`config.mk`:
```
export PLATFORM = sky130hd
export DESIGN_NAME = uart_rx_os_flat
export DESIGN_NICKNAME = d
export VERILOG_FILES = /design/src/rtl/uart_pkg.sv /design/src/rtl/uart_rx_os_if.sv /design/src/rtl/uart_rx_sync.sv /design/src/rtl/uart_rx_os.sv /design/src/flat_wrapper.sv
export SDC_FILE = /design/constraint.sdc
export NUM_CORES = 1
export LEC_CHECK = 0
export ABC_AREA = 1
export CORE_MARGIN = 5
export CORE_UTILIZATION = 50
export CTS_BUF_LIST = sky130_fd_sc_hd__clkbuf_8
export DETAILED_ROUTE_END_ITERATION = 12
export GPL_TIMING_DRIVEN = 1
export HOLD_SLACK_MARGIN = 0.12
export PLACE_DENSITY = 0.72
export SLEW_MARGIN = 40
export SYNTH_ARGS = -nofsm -noshare
export SYNTH_HDL_FRONTEND = slang
export SYNTH_SLANG_ARGS = --single-unit
```
`constraint.sdc`:
```
create_clock -name OUT_CLK -period 2.9 [get_ports OUT_CLK]
set_input_delay 0.29 -clock OUT_CLK [delete_from_list [all_inputs] [get_ports OUT_CLK]]
set_output_delay 0.29 -clock OUT_CLK [all_outputs]
set_load 0.05 [all_outputs]
```
`src/rtl/uart_pkg.sv`:
```
// uart_pkg: shared definitions for the oversampling UART receiver.
//   - parity mode encodings (PARITY_NONE / PARITY_EVEN / PARITY_ODD)
//   - receiver state encoding rx_state_t
//   - frame_bits(): total line bits in one frame, start bit included
package uart_pkg;

  localparam int PARITY_NONE = 0;
  localparam int PARITY_EVEN = 1;
  localparam int PARITY_ODD  = 2;

  typedef enum logic [2:0] {
    IDLE  = 3'd0,
    START = 3'd1,
    DATA  = 3'd2,
    PAR   = 3'd3,
    STOP  = 3'd4
  } rx_state_t;

  // Start bit + data bits + optional parity bit + stop bits.
  function automatic int frame_bits(input int data_bits, input int parity,
                                    input int stop_bits);
    return 1 + data_bits + ((parity != PARITY_NONE) ? 1 : 0) + stop_bits;
  endfunction

endpackage

```
`src/rtl/uart_rx_os_if.sv`:
```
// uart_rx_os_if: received-word bus from the UART receiver to its consumer.
//   DATA_R     last received word, held until the next frame completes
//   VALID      one-cycle strobe: DATA_R and the error flags were updated
//   PARITY_ERR parity mismatch on the last frame
//   FRAME_ERR  a stop bit sampled 0 on the last frame
//   BUSY       receiver is not idle
//   state_dbg  current receiver state, for observation only
// Handshake: VALID is a pure strobe with no ready/back-pressure. The consumer
// must capture DATA_R and the flags in the cycle VALID is high (they stay
// stable until the next VALID), and qualifies the word with the error flags.
interface uart_rx_os_if #(
  parameter int DATA_BITS = 8
);
  logic [DATA_BITS-1:0] DATA_R;
  logic                 VALID;
  logic                 PARITY_ERR;
  logic                 FRAME_ERR;
  logic                 BUSY;
  uart_pkg::rx_state_t  state_dbg;

  modport master (output DATA_R, VALID, PARITY_ERR, FRAME_ERR, BUSY, state_dbg);
  modport slave  (input  DATA_R, VALID, PARITY_ERR, FRAME_ERR, BUSY, state_dbg);
endinterface

```
`src/rtl/uart_rx_sync.sv`:
```
// uart_rx_sync: SYNC_STAGES-deep flop chain bringing the asynchronous RX line
// into the OUT_CLK domain. Resets to 1 (line idle) so reset never looks like
// a start bit.
//   OUT_CLK  oversample clock
//   RST      synchronous reset, active-high
//   rx       asynchronous serial input
//   rx_s     synchronised line, rx delayed by SYNC_STAGES flops
module uart_rx_sync #(
  parameter int SYNC_STAGES = 2
) (
  input  logic OUT_CLK,
  input  logic RST,
  input  logic rx,
  output logic rx_s
);

  logic [SYNC_STAGES-1:0] sync_q;

  always_ff @(posedge OUT_CLK) begin
    if (RST) sync_q <= '1;
    else     sync_q <= {sync_q[SYNC_STAGES-2:0], rx};
  end

  assign rx_s = sync_q[SYNC_STAGES-1];

endmodule

```
`src/rtl/uart_rx_os.sv`:
```
// uart_rx_os: parametrised oversampling UART receiver.
// Detects a start bit on the synchronised line, confirms it at mid start bit,
// then samples every following bit once at its midpoint (tick counter wraps
// every OVERSAMPLE cycles). Data is LSB first, optional even/odd parity,
// one or two stop bits. At the final stop-bit sample the word and error flags
// are registered and VALID strobes for one cycle; the FSM returns to IDLE at
// that point, leaving half a bit to catch a back-to-back start bit.
//   OUT_CLK  oversample clock, OVERSAMPLE x baud
//   RST      synchronous reset, active-high
//   RX       asynchronous serial line, idle high
//   bus      received-word bus (DATA_R, VALID, PARITY_ERR, FRAME_ERR, BUSY,
//            state_dbg)
module uart_rx_os
  import uart_pkg::*;
#(
  parameter int DATA_BITS   = 8,
  parameter int OVERSAMPLE  = 16,
  parameter int PARITY      = 0,
  parameter int STOP_BITS   = 1,
  parameter int SYNC_STAGES = 2
) (
  input  logic         OUT_CLK,
  input  logic         RST,
  input  logic         RX,
  uart_rx_os_if.master bus
);

  localparam int TW = $clog2(OVERSAMPLE);
  localparam int BW = $clog2(DATA_BITS);
  localparam logic [TW-1:0] TICK_MID   = TW'(OVERSAMPLE / 2 - 1);
  localparam logic [TW-1:0] TICK_LAST  = TW'(OVERSAMPLE - 1);
  localparam logic [BW-1:0] BIT_LAST   = BW'(DATA_BITS - 1);
  localparam logic [BW-1:0] STOP_LAST  = BW'(STOP_BITS - 1);
  localparam logic          HAS_PARITY = 1'(PARITY != PARITY_NONE);
  localparam logic          ODD_PARITY = 1'(PARITY == PARITY_ODD);

  logic rx_s;

  uart_rx_sync #(.SYNC_STAGES(SYNC_STAGES)) u_sync (
    .OUT_CLK (OUT_CLK),
    .RST     (RST),
    .rx      (RX),
    .rx_s    (rx_s)
  );

  rx_state_t            state_q, state_d;
  logic [TW-1:0]        tick_q, tick_d;
  logic [BW-1:0]        bit_q, bit_d;      // data bit index, then stop bit index
  logic [DATA_BITS-1:0] shift_q, shift_d;
  logic                 perr_q, perr_d;
  logic                 ferr_q, ferr_d;
  logic                 armed_q, armed_d;
  logic                 done;

  logic [DATA_BITS-1:0] data_r_q;
  logic                 valid_q, parity_err_q, frame_err_q;

  always_ff @(posedge OUT_CLK) begin
    if (RST) begin
      state_q      <= IDLE;
      tick_q       <= '0;
      bit_q        <= '0;
      shift_q      <= '0;
      perr_q       <= 1'b0;
      ferr_q       <= 1'b0;
      armed_q      <= 1'b1;
      data_r_q     <= '0;
      valid_q      <= 1'b0;
      parity_err_q <= 1'b0;
      frame_err_q  <= 1'b0;
    end else begin
      state_q <= state_d;
      tick_q  <= tick_d;
      bit_q   <= bit_d;
      shift_q <= shift_d;
      perr_q  <= perr_d;
      ferr_q  <= ferr_d;
      armed_q <= armed_d;
      valid_q <= done;
      if (done) begin
        data_r_q     <= shift_d;
        parity_err_q <= perr_d;
        frame_err_q  <= ferr_d;
      end
    end
  end

  always_comb begin
    state_d = state_q;
    tick_d  = tick_q;
    bit_d   = bit_q;
    shift_d = shift_q;
    perr_d  = perr_q;
    ferr_d  = ferr_q;
    // A line seen high re-arms start detection after a break.
    armed_d = armed_q | rx_s;
    done    = 1'b0;

    case (state_q)
      IDLE: begin
        if (!rx_s && armed_q) begin
          state_d = START;
          tick_d  = '0;
        end
      end

      START: begin
        if (tick_q == TICK_MID) begin
          if (rx_s) begin
            state_d = IDLE;          // glitch: start bit gone by mid-bit
          end else begin
            state_d = DATA;
            tick_d  = '0;
            bit_d   = '0;
            perr_d  = 1'b0;
            ferr_d  = 1'b0;
          end
        end else begin
          tick_d = tick_q + 1'b1;
        end
      end

      DATA: begin
        if (tick_q == TICK_LAST) begin
          shift_d[bit_q] = rx_s;
          tick_d         = '0;
          if (bit_q == BIT_LAST) begin
            bit_d   = '0;
            state_d = HAS_PARITY ? PAR : STOP;
          end else begin
            bit_d = bit_q + 1'b1;
          end
        end else begin
          tick_d = tick_q + 1'b1;
        end
      end

      PAR: begin
        if (tick_q == TICK_LAST) begin
          perr_d  = HAS_PARITY & (rx_s ^ (^shift_q) ^ ODD_PARITY);
          tick_d  = '0;
          bit_d   = '0;
          state_d = STOP;
        end else begin
          tick_d = tick_q + 1'b1;
        end
      end

      STOP: begin
        if (tick_q == TICK_LAST) begin
          tick_d = '0;
          ferr_d = ferr_q | ~rx_s;
          if (bit_q == STOP_LAST) begin
            done    = 1'b1;
            state_d = IDLE;
            bit_d   = '0;
            // Line still low at the last stop sample: treat as a break and
            // ignore it until it has gone high again.
            if (ferr_d && !rx_s) armed_d = 1'b0;
          end else begin
            bit_d = bit_q + 1'b1;
          end
        end else begin
          tick_d = tick_q + 1'b1;
        end
      end

      default: state_d = IDLE;
    endcase
  end

  assign bus.DATA_R     = data_r_q;
  assign bus.VALID      = valid_q;
  assign bus.PARITY_ERR = parity_err_q;
  assign bus.FRAME_ERR  = frame_err_q;
  assign bus.BUSY       = (state_q != IDLE);
  assign bus.state_dbg  = state_q;

endmodule

```
`src/flat_wrapper.sv`:
```
// flat-port wrapper written by rule: the top's interface ports become plain ports
module uart_rx_os_flat import uart_pkg::*;
#(
  parameter int DATA_BITS   = 8,
  parameter int OVERSAMPLE  = 16,
  parameter int PARITY      = 0,
  parameter int STOP_BITS   = 1,
  parameter int SYNC_STAGES = 2
)
  (OUT_CLK, RST, RX, bus_DATA_R, bus_VALID, bus_PARITY_ERR, bus_FRAME_ERR, bus_BUSY, bus_state_dbg);
  uart_rx_os_if #(.DATA_BITS(DATA_BITS)) bus_i ();
  input  logic OUT_CLK;
  input  logic RST;
  input  logic RX;
  output wire logic [$bits(bus_i.DATA_R)-1:0] bus_DATA_R;
  output wire logic [$bits(bus_i.VALID)-1:0] bus_VALID;
  output wire logic [$bits(bus_i.PARITY_ERR)-1:0] bus_PARITY_ERR;
  output wire logic [$bits(bus_i.FRAME_ERR)-1:0] bus_FRAME_ERR;
  output wire logic [$bits(bus_i.BUSY)-1:0] bus_BUSY;
  output wire logic [$bits(bus_i.state_dbg)-1:0] bus_state_dbg;
  assign bus_DATA_R = bus_i.DATA_R;
  assign bus_VALID = bus_i.VALID;
  assign bus_PARITY_ERR = bus_i.PARITY_ERR;
  assign bus_FRAME_ERR = bus_i.FRAME_ERR;
  assign bus_BUSY = bus_i.BUSY;
  assign bus_state_dbg = bus_i.state_dbg;
  uart_rx_os #(.DATA_BITS(DATA_BITS), .OVERSAMPLE(OVERSAMPLE), .PARITY(PARITY), .STOP_BITS(STOP_BITS), .SYNC_STAGES(SYNC_STAGES)) u_core (.OUT_CLK(OUT_CLK), .RST(RST), .RX(RX), .bus(bus_i));
endmodule
```
==> metrics.txt <==
# TYPE chip_impl_metric gauge
chip_impl_info{name="run_status",value="completed"} 1
chip_impl_metric{name="global_route.overflow_total",unit=""} 0
chip_impl_metric{name="postLayoutCellArea",unit="mm²"} 0.001947
chip_impl_metric{name="vias_in_the_first_global_route",unit=""} 1335
chip_impl_metric{name="synthesis.area",unit="mm²"} 0.001609
chip_impl_metric{name="final_nets",unit=""} 250
chip_impl_metric{name="dieHeight",unit="µm"} 66.73
chip_impl_metric{name="fp.dieW",unit="µm"} 66.73
chip_impl_info{name="rsz0062_at_grt",value="false"} 1
chip_impl_metric{name="clock_sink_count",unit=""} 34
chip_impl_metric{name="avgViaCountPerCell",unit=""} 4.927
chip_impl_info{name="critical_path.startpoint_type",value="register"} 1
chip_impl_metric{name="postSynthNetCount",unit=""} 231
chip_impl_metric{name="area_growth_syn_to_layout",unit="%"} 21.00
chip_impl_metric{name="synthesis.area_per_instance",unit="µm²"} 7.183
chip_impl_metric{name="worst_setup_hold_path_clk_slew",unit="ns"} 0.07
chip_impl_metric{name="tightest_slew",unit="ns"} 0.5201
chip_impl_info{name="netlist.top_cell.by_area",value="dfxtp_1"} 1
chip_impl_metric{name="share_of_yosys_cell_area_claimed_by_the_top_area_cell_type",unit=""} 0.4230
chip_impl_metric{name="max_slew_violation_total_from_the_final_report",unit=""} 0
chip_impl_metric{name="clock_path_buffers",unit=""} 2
chip_impl_metric{name="post_cts_hold_buffer_count",unit=""} 0
chip_impl_metric{name="timing.slew.headroom",unit=""} 0.6522
chip_impl_info{name="synth_common_cells",value="nand2_1, dfxtp_1, nor2_1, inv_1, a21oi_1"} 1
chip_impl_metric{name="postPlaceCellArea",unit="mm²"} 0.001809
chip_impl_info{name="endpoint_kind",value="output pin"} 1
chip_impl_metric{name="grt_util_all_layers",unit=""} 0.1788
chip_impl_metric{name="place_ws",unit="ns"} 1.069
chip_impl_metric{name="power_per_cell_area",unit="mW/mm²"} 736.4
chip_impl_metric{name="gp_congestion",unit=""} 0.8954
chip_impl_metric{name="finalCriticalPeriod",unit="ns"} 2.139
chip_impl_metric{name="wire_length_of_the_first_global_routing_pass",unit="µm"} 6092
chip_impl_metric{name="yosys_warnings",unit=""} 0
chip_impl_metric{name="final.setup_skew",unit="ns"} 0.005055
chip_impl_metric{name="start_util",unit=""} 0.5228
chip_impl_metric{name="synth-seq-cells",unit=""} 34
chip_impl_metric{name="number_of_iterations_in_the_first_detailed_routing_pass",unit=""} 6
chip_impl_info{name="tritoncts",value="built"} 1
chip_impl_metric{name="worst-path-max-fanout",unit=""} 6
chip_impl_metric{name="floorplan.die_area",unit="mm²"} 0.004453
chip_impl_info{name="most_instantiated_library_cell_after_synthesis",value="nand2_1"} 1
chip_impl_metric{name="drc",unit=""} 0
chip_impl_metric{name="post_route_insts_no_fill",unit=""} 288
chip_impl_metric{name="clock_tree.htree_level_count",unit=""} 2
chip_impl_metric{name="utilization",unit=""} 0.6325
chip_impl_metric{name="cts_buffers",unit=""} 5
chip_impl_metric{name="timing.final.ws_setup",unit="ns"} 0.7609
chip_impl_metric{name="multi_input_area",unit="µm²"} 790.8
chip_impl_metric{name="drt-wirelength-per-cell",unit="µm"} 11.83
chip_impl_metric{name="insertion_delay",unit="ns"} 0.28
chip_impl_metric{name="final_layout_size_suffix_gt1_frac",unit=""} 0.1189
chip_impl_metric{name="final_min_period_over_clock_period",unit=""} 0.7376
chip_impl_metric{name="synth_cells",unit=""} 224
chip_impl_metric{name="detail-route-antenna-nets",unit=""} 0
chip_impl_metric{name="timing.critical_path.required",unit="ns"} 2.61
chip_impl_metric{name="antenna-diode-count",unit=""} 0
chip_impl_info{name="setup.worst_path.class",value="register to output pin"} 1
chip_impl_metric{name="postCtsSetupRepairBufs",unit=""} 0
chip_impl_metric{name="num-fill-cells",unit=""} 281
chip_impl_info{name="worstHoldPathType",value="register to register"} 1
chip_impl_metric{name="maxCapViolCount",unit=""} 0
chip_impl_metric{name="synth-async-reset-ratio",unit=""} 0
chip_impl_metric{name="finalHoldWorstSlack",unit="ns"} 0.4148
chip_impl_metric{name="critical_path_arrival",unit="ns"} 1.85
chip_impl_metric{name="top_level_ports",unit=""} 18
chip_impl_metric{name="setup_viol_count_final",unit=""} 0
chip_impl_metric{name="detailedPlacementHpwl",unit="µm"} 2395
chip_impl_metric{name="place.detailed.instances",unit=""} 280
chip_impl_metric{name="p_leak",unit="nW"} 0.8352
chip_impl_metric{name="vdd_ir_drop_max",unit="V"} 0.0005885
chip_impl_metric{name="synth-edff-count",unit=""} 0
chip_impl_info{name="cts_root_buf",value="clkbuf_8"} 1
chip_impl_metric{name="post_cts_resized",unit=""} 0
chip_impl_info{name="yosys_most_used_dff",value="dfxtp_1"} 1
chip_impl_metric{name="row_count",unit=""} 20
chip_impl_metric{name="tns",unit="ns"} 0
chip_impl_metric{name="total_core_area",unit="mm²"} 0.003078
chip_impl_metric{name="sequential_cell_area",unit="µm²"} 680.7
chip_impl_metric{name="route.vias.total",unit=""} 1419
chip_impl_metric{name="yosysSeqAreaShare",unit=""} 0.4230
chip_impl_metric{name="wl",unit="µm"} 3408
chip_impl_metric{name="finalHoldViolCount",unit=""} 0
chip_impl_metric{name="grt_antenna_before_repair",unit=""} 0
chip_impl_info{name="netlist_top_cells_area",value="dfxtp_1, nand2_1, nor2_1"} 1
chip_impl_metric{name="detailedRoute.firstIterationViolations",unit=""} 72
chip_impl_metric{name="max_freq",unit="MHz"} 467.5
chip_impl_metric{name="largest_net_degree_at_the_start_of_global_routing",unit=""} 22
chip_impl_metric{name="port_buffers",unit=""} 17
chip_impl_metric{name="fin_total_pwr",unit="mW"} 1.434
chip_impl_metric{name="synth.lib_cells_used.distinct",unit=""} 25
==> layout make-up <==
cell class	instances	share of cell area
multi-input combinational	156	0.4062
sequential	34	0.3496
timing repair buffer	18	0.09126
inverter	28	0.05398
clock buffer	5	0.03535
clock inverter	3	0.03535
tap	44	0.02828
==> flip-flops by register name, indices dropped and copies added, names as in the netlist <==
register and flops:
u_core.bit_q 3, u_core.bus.PARITY_ERR 1, u_core.bus.DATA_R 8, u_core.bus.VALID 1, u_core.bus.state_dbg 3, u_core.tick_q 4
u_core.ferr_q 1, u_core.perr_q 1, u_core.shift_q 8, u_core.armed_q 1, u_core.bus.FRAME_ERR 1, u_core.u_sync.sync_q 2
==> cells by family after synthesis <==
kind of cell	count (synthesis)	synth area share
and+or+nand+nor	105	0.3064
DFF	34	0.4230
xor gates and xnor gates	1	0.005444
AOI/OAI and AO/OA	46	0.1485
adders and majority gates	4	0.03111
buffers and inverters	34	0.08554
==> routing by layer <==
layer / track usage / share of wire / up-vias
li1: - / - / 755
met1: 0.2397 / 0.49 / 632
met2: 0.2760 / 0.45 / 30
met3: 0.05734 / 0.047 / 2
met4: 0.04569 / 0.0032 / 0
met5: 0 / 0 / -
==> report_power, final <==
part           internal [mW]  switching, mW
clock                  0.344          0.177
sequential             0.489         0.0320
combinational          0.120          0.271
==> path summary, 6_finish.rpt <==
kind | startpoint | slack, ns | to | depth (start not counted)
hold / removal | u_core.u_sync.sync_q[0] | 0.41 | u_core.u_sync.sync_q[1] | 1
setup / recovery | u_core.bus.state_dbg[0] | 0.76 | bus_BUSY | 5
setup reg to reg | u_core.tick_q[0] | 1.19 | u_core.armed_q | 8
hold reg to reg | u_core.u_sync.sync_q[0] | 0.41 | u_core.u_sync.sync_q[1] | 1
==> placed cells by master, fill, tap and decap left out <==
master	instances
inv_1	23
or2_2	2
nor2_1	27
nand3b_1	1
o21ai_0	14
nand2_1	47
inv_2	5
nand4_1	1
xor2_1	1
nand3_2	2
nor2_2	1
bufinv_16	2
ha_1	4
clkinv_4	1
nand2_4	1
a21oi_1	19
o21bai_1	1
nand3_1	14
clkdlybuf4s50_1	17
a21boi_0	2
o22ai_1	1
o21ai_1	9
buf_4	1
clkbuf_8	5
dfxtp_1	34
nor2_4	5
nand2_2	4
==> worst max-delay path, stage by stage, from the launching register on <==
cell and delay, ns:
dfxtp_1 0.44, inv_1 0.11, nand2_1 0.09, nor2_1 0.06, inv_1 0.08, clkdlybuf4s50_1 0.80
Power figures use the tool's default switching activity.
